--- src/rtl/ghost_collision.sv ---
// ghost_collision: detects a debounced PacMan/ghost bounding-box overlap and sequences hit, freeze, respawn and game over.
// Optional feature: GHOST_COLLISION_INVULN_EN adds a post-respawn invulnerability window.
`default_nettype none

module ghost_collision #(
  parameter int START_LIVES    = 3,
  parameter int CONFIRM_FRAMES = 2,
  parameter int FREEZE_FRAMES  = 60,
  parameter int INVULN_FRAMES  = 120
) (
  input  logic       frame_clk,
  input  logic       Reset,
  input  logic [9:0] pacX,
  input  logic [9:0] pacY,
  input  logic [9:0] pacS,
  input  logic [9:0] ghostX,
  input  logic [9:0] ghostY,
  input  logic [9:0] ghostS,
  input  logic       start,
  output logic       hit,
  output logic       freeze,
  output logic       respawn,
  output logic [2:0] lives,
  output logic       game_over
);

  typedef enum logic [1:0] {
    PLAY   = 2'd0,
    HIT    = 2'd1,
    FREEZE = 2'd2,
    OVER   = 2'd3
  } state_t;

  state_t     state_q, state_d;
  logic [2:0] lives_q, lives_d;
  logic [3:0] ovl_cnt_q, ovl_cnt_d;
  logic [7:0] frz_cnt_q, frz_cnt_d;
  logic       hit_q, hit_d;
  logic       freeze_q, freeze_d;
  logic       respawn_q, respawn_d;
  logic       game_over_q, game_over_d;

  logic [10:0] px, py, gx, gy;
  logic [10:0] dx, dy, lim;
  logic        overlap_raw, overlap;

`ifdef GHOST_COLLISION_INVULN_EN
  logic [8:0] inv_cnt_q, inv_cnt_d;
`endif

  always_comb begin
    px  = {1'b0, pacX};
    py  = {1'b0, pacY};
    gx  = {1'b0, ghostX};
    gy  = {1'b0, ghostY};
    dx  = (px >= gx) ? (px - gx) : (gx - px);
    dy  = (py >= gy) ? (py - gy) : (gy - py);
    lim = {1'b0, pacS} + {1'b0, ghostS};
    // Strict compare: boxes whose edges merely touch are not a collision.
    overlap_raw = (dx < lim) && (dy < lim);
`ifdef GHOST_COLLISION_INVULN_EN
    overlap = overlap_raw && (inv_cnt_q == 9'd0);
`else
    overlap = overlap_raw;
`endif
  end

  always_comb begin
    state_d   = state_q;
    lives_d   = lives_q;
    ovl_cnt_d = ovl_cnt_q;
    frz_cnt_d = frz_cnt_q;
    respawn_d = 1'b0;
`ifdef GHOST_COLLISION_INVULN_EN
    inv_cnt_d = inv_cnt_q;
`endif
    case (state_q)
      PLAY: begin
`ifdef GHOST_COLLISION_INVULN_EN
        if (inv_cnt_q != 9'd0) inv_cnt_d = inv_cnt_q - 9'd1;
`endif
        if (!overlap) begin
          ovl_cnt_d = 4'd0;
        end else if (ovl_cnt_q == 4'(CONFIRM_FRAMES - 1)) begin
          state_d   = HIT;
          ovl_cnt_d = 4'd0;
        end else begin
          ovl_cnt_d = ovl_cnt_q + 4'd1;
        end
      end
      HIT: begin
        if (lives_q != 3'd0) lives_d = lives_q - 3'd1;
        if (lives_q <= 3'd1) begin
          state_d = OVER;
        end else begin
          state_d   = FREEZE;
          frz_cnt_d = 8'(FREEZE_FRAMES - 1);
        end
      end
      FREEZE: begin
        if (frz_cnt_q == 8'd0) begin
          state_d   = PLAY;
          ovl_cnt_d = 4'd0;
          respawn_d = 1'b1;
        end else begin
          frz_cnt_d = frz_cnt_q - 8'd1;
        end
      end
      OVER: begin
        if (start) begin
          state_d   = PLAY;
          lives_d   = 3'(START_LIVES);
          ovl_cnt_d = 4'd0;
          respawn_d = 1'b1;
        end
      end
      default: state_d = PLAY;
    endcase
`ifdef GHOST_COLLISION_INVULN_EN
    if (respawn_d) inv_cnt_d = 9'(INVULN_FRAMES);
`endif
    // Outputs are decoded from the next state so they line up with the state register.
    hit_d       = (state_d == HIT);
    freeze_d    = (state_d != PLAY);
    game_over_d = (state_d == OVER);
  end

  always_ff @(posedge frame_clk) begin
    if (Reset) begin
      state_q     <= PLAY;
      lives_q     <= 3'(START_LIVES);
      ovl_cnt_q   <= 4'd0;
      frz_cnt_q   <= 8'd0;
      hit_q       <= 1'b0;
      freeze_q    <= 1'b0;
      respawn_q   <= 1'b0;
      game_over_q <= 1'b0;
`ifdef GHOST_COLLISION_INVULN_EN
      inv_cnt_q   <= 9'd0;
`endif
    end else begin
      state_q     <= state_d;
      lives_q     <= lives_d;
      ovl_cnt_q   <= ovl_cnt_d;
      frz_cnt_q   <= frz_cnt_d;
      hit_q       <= hit_d;
      freeze_q    <= freeze_d;
      respawn_q   <= respawn_d;
      game_over_q <= game_over_d;
`ifdef GHOST_COLLISION_INVULN_EN
      inv_cnt_q   <= inv_cnt_d;
`endif
    end
  end

  assign hit       = hit_q;
  assign freeze    = freeze_q;
  assign respawn   = respawn_q;
  assign lives     = lives_q;
  assign game_over = game_over_q;

endmodule

`default_nettype wire
--- config.mk ---
export PLATFORM = sky130hd
export DESIGN_NAME = ghost_collision
export DESIGN_NICKNAME = d
export VERILOG_FILES = /design/src/rtl/ghost_collision.sv
export SDC_FILE = /design/constraint.sdc
export NUM_CORES = 1
export LEC_CHECK = 0
export CAP_MARGIN = 5
export CORE_MARGIN = 1
export CORE_UTILIZATION = 28
export CTS_CLUSTER_SIZE = 20
export DETAILED_ROUTE_END_ITERATION = 16
export GPL_ROUTABILITY_DRIVEN = 0
export PLACE_DENSITY = 0.51
export SETUP_SLACK_MARGIN = 0.3
export SLEW_MARGIN = 10
export SYNTH_ARGS = -nofsm -noshare
export SYNTH_HDL_FRONTEND = slang
export SYNTH_SLANG_ARGS = --single-unit
--- constraint.sdc ---
create_clock -name frame_clk -period 5.1 [get_ports frame_clk]
set_clock_uncertainty 0.2 [all_clocks]
set_input_delay 0.765 -clock frame_clk [delete_from_list [all_inputs] [get_ports frame_clk]]
set_output_delay 0.765 -clock frame_clk [all_outputs]
set_load 0.01 [all_outputs]
==> reports/metrics.csv <==
metric,value,unit
outcome,finished clean,
DRT iter0 DRCs,82,
final setup violation count,0,
CTS Buffer Depth,2,
fmax,0.2160,GHz
fin area,5000,µm²
die width,117.5,µm
worst reg2reg startpoint,state_q[1],
Root Buffer,clkbuf_16,
Yosys top cell area share,26.79,%
slowest CP cell,clkdlybuf4s50_1,
PortBufs,69,
largest family of logic cells by synthesized area,adder cells,
drt wl/cell,12.10,µm
ANT cells,0,
H-tree lvl count,1,
Synth area leader,ha_1,
minimum clock period,4.630,ns
Min-Delay Startpoint,ovl_cnt_q[1],
Max Slew Vio Count,0,
routed vias,3554,
register bit total from synthesis,21,
pin slew with the least headroom to its limit,0.7070,ns
post-synthesis xor/xnor area fraction,5.861,%
Synth Area in Adders,29.47,%
Pwr Total,1.151,mW
Netlist cell types,58,
largest net degree at the start of global routing,22,
dpl ws,-0.05258,ns
synthesized cell area,3736,µm²
syn nets,633,
Fin. Hold Viols,0,
CP arrival,4.60,ns
routed wire length,8902,µm
Yosys warnings,0,
Num CTS Buffers,3,
PwrDens,230.2,nW/µm²
Synth Area in Compound Gates,23.71,%
DR DRC count,0,
"area fraction in and, or, nand and nor cells after synthesis",17.85,%
Slew Limit Headroom,52.72,%
Synth area leaders,"ha_1, dfxtp_1, inv_1",
placed wire-length estimate,7527,µm
Setup Crit Path Kind,in -> reg,
Final Cycle Share,90.78,%
synthesized area per cell,7.703,µm²
nets,713,
Worst Path Max Fanout,6,
VDD IR max,139.8,µV
DP Area,4684,µm²
WP data required,5.07,ns
# rows,41,
CTS Sinks,21,
GRT Residual Overflow,0,
CTS tree,yes,
share of flip-flops with an asynchronous set or reset,0,%
ys flop type,dfxtp_1,
fraction of layout cells with a size suffix above 1,12.23,%
vias in the first global route,3459,
Clock transition at path regs,0.05,ns
Via density,4.829,
sequential cell area fraction in the yosys report,11.25,%
critical path's most frequent cell,ha_1,
first drt pass iteration count,4,
initial antenna violation count,0,
RSZ-0062 raised after global routing,false,
HP Class,reg -> reg,
Startpoint Class,input pin,
CORE AREA,12820,µm²
"Critical Path, Cell by Cell","clkdlybuf4s50_1, inv_1, ha_1, and3_4, a21bo_4, a31oi_4, nor2_4, o21a_4, buf_4, mux2i_2, xor2_1, ha_1, a21oi_2, o21ai_0, o211ai_1, and4_4, nand3_2, or3_2, a21oi_1",
Worst-Skew Late Latency,0.25,ns
Critical Path Start,pacY[3],
P&R area growth vs syn,33.82,%
final worst setup slack,0.4701,ns
Sum Neg Setup Slack,0,ns
# hold bufs at CTS,0,
fillers,1342,
number of cells produced by synthesis,485,
Die H,117.5,µm
Initial Util,29.13,%
"antenna viol nets, final",0,
max-cap viol count,0,
number of synthesized flops with an enable pin,0,
LEAKAGE,2.360,nW
# IOs,70,
Die ar.,13810,µm²
mux cell area share after synthesis,4.354,%
"Largest stage delay, worst path",0.49,ns
GR Util All Layers,12.82,%
first-pass GRT wire length,15360,µm
capturing element type of the critical path,flip-flop,
-- layout make-up --
type	count	area (µm²)	share of cell area (%)
multi-input combinational	390	3223	64.46
timing repair buffer	87	829.5	16.59
sequential	21	420.4	8.408
inverter	62	232.7	4.655
tap	172	215.2	4.304
clock buffer	4	78.83	1.577
-- registers in the layout (all words and copies together) (netlist names) --
| signal | cells |
|---|---|
| game_over | 1 |
| state_q | 2 |
| ovl_cnt_q | 4 |
| lives | 3 |
| frz_cnt_q | 8 |
| respawn | 1 |
| freeze | 1 |
| hit | 1 |
-- worst max-delay path: cells and delay by family --
family,cells,cell delay (ns)
XOR/XNOR,1,0.22
AND/OR/NAND/NOR,5,1.03
buffers and inverters,3,0.70
multiplexers,1,0.18
adder cells (fa/ha/maj),2,0.57
AO/OA/AOI/OAI,7,1.14
-- where the power goes --
group | switching [mW] | total, mW | internal (mW)
Clock | 0.0573 | 0.164 | 0.106
Combinational | 0.381 | 0.745 | 0.364
Sequential | 0.0396 | 0.242 | 0.203
Total | 0.478 | 1.15 | 0.673
-- worst paths after layout --
check,slack [ns],depth (start not counted),end
hold / removal,0.29,2,ovl_cnt_q[1]
setup / recovery,0.47,19,ovl_cnt_q[0]
setup reg to reg,2.46,9,frz_cnt_q[7]
hold reg to reg,0.29,2,ovl_cnt_q[1]
-- per-stage QoR --
step | std cells | hold slack [ns] | utilization (%)
2_1_floorplan | 485 | 0.2602 | -
3_3_place_gp | 726 | 0.2761 | 36.53
3_5_place_dp | 726 | 0.2835 | 36.53
4_1_cts | 731 | 0.2914 | 37.34
5_1_grt | 736 | 0.3118 | 38.99
6_report | 736 | 0.2938 | 38.99
-- layout by cell type, fill, tap and decap left out, types with 3 or more instances in the layout --
cell type	count
ha_1	76
clkdlybuf4s50_1	68
inv_1	62
a21oi_1	38
nand2_1	27
nor2_1	26
o21ai_0	25
dfxtp_1	21
a21o_1	18
buf_4	16
xor2_1	14
nor3_1	12
xnor2_1	10
mux2i_1	9
nor2b_1	8
nand2b_1	8
a21oi_2	6
a31oi_1	6
nand3_1	6
fa_1	5
nand4_1	4
a211oi_1	4
o21ai_1	4
mux2i_2	4
o21bai_1	4
or3_2	4
ha_4	4
nand3b_1	3
o21a_1	3
o21ai_2	3
and3_1	3
or4_4	3
nor4_1	3
a21boi_0	3
clkbuf_16	3
-- timing repair --
action | CTS | global route
setup buffers | 1 | 4
endpoints found under the hold margin | 0 | 0
resized for setup | 5 | 42
pin swaps | 3 | 11
cloned | 0 | 1
setup endpoints to repair | 3 | 5
-- metal layers --
metal  global-route usage, %  routed length, µm  vias up
li1                        -                  -     1871
met1                   16.98               4323     1608
met2                   23.37               4276       68
met3                  0.7267                243        7
met4                   1.442                 57        0
met5                       0                  0        -
-- cells in the mapped netlist, drive strengths merged (3+ instances only) --
library cell and instances:
ha 80, inv 62, a21oi 44, o21ai 32, nand2 28, nor2 27
dfxtp 21, a21o 19, xor2 15, mux2i 14, nor3 13, clkbuf 10
xnor2 10, nand2b 8, nor2b 8, a31oi 7, nand3 7, or3 6
a211oi 5, fa 5, or4 5, a21boi 4, and3 4, nand4 4
o21a 4, o21bai 4, nand3b 3, nor4 3
-- logic make-up (layout without fill, tap and decap cells) --
family                     after synthesis  after routing
AOI/OAI and AO/OA                      138            138
xor gates and xnor gates                25             25
adders and majority gates               85             85
buffers and inverters                   74            153
DFF                                     21             21
muxes                                   16             16
and+or+nand+nor                        126            126
Power figures use the tool's default switching activity.
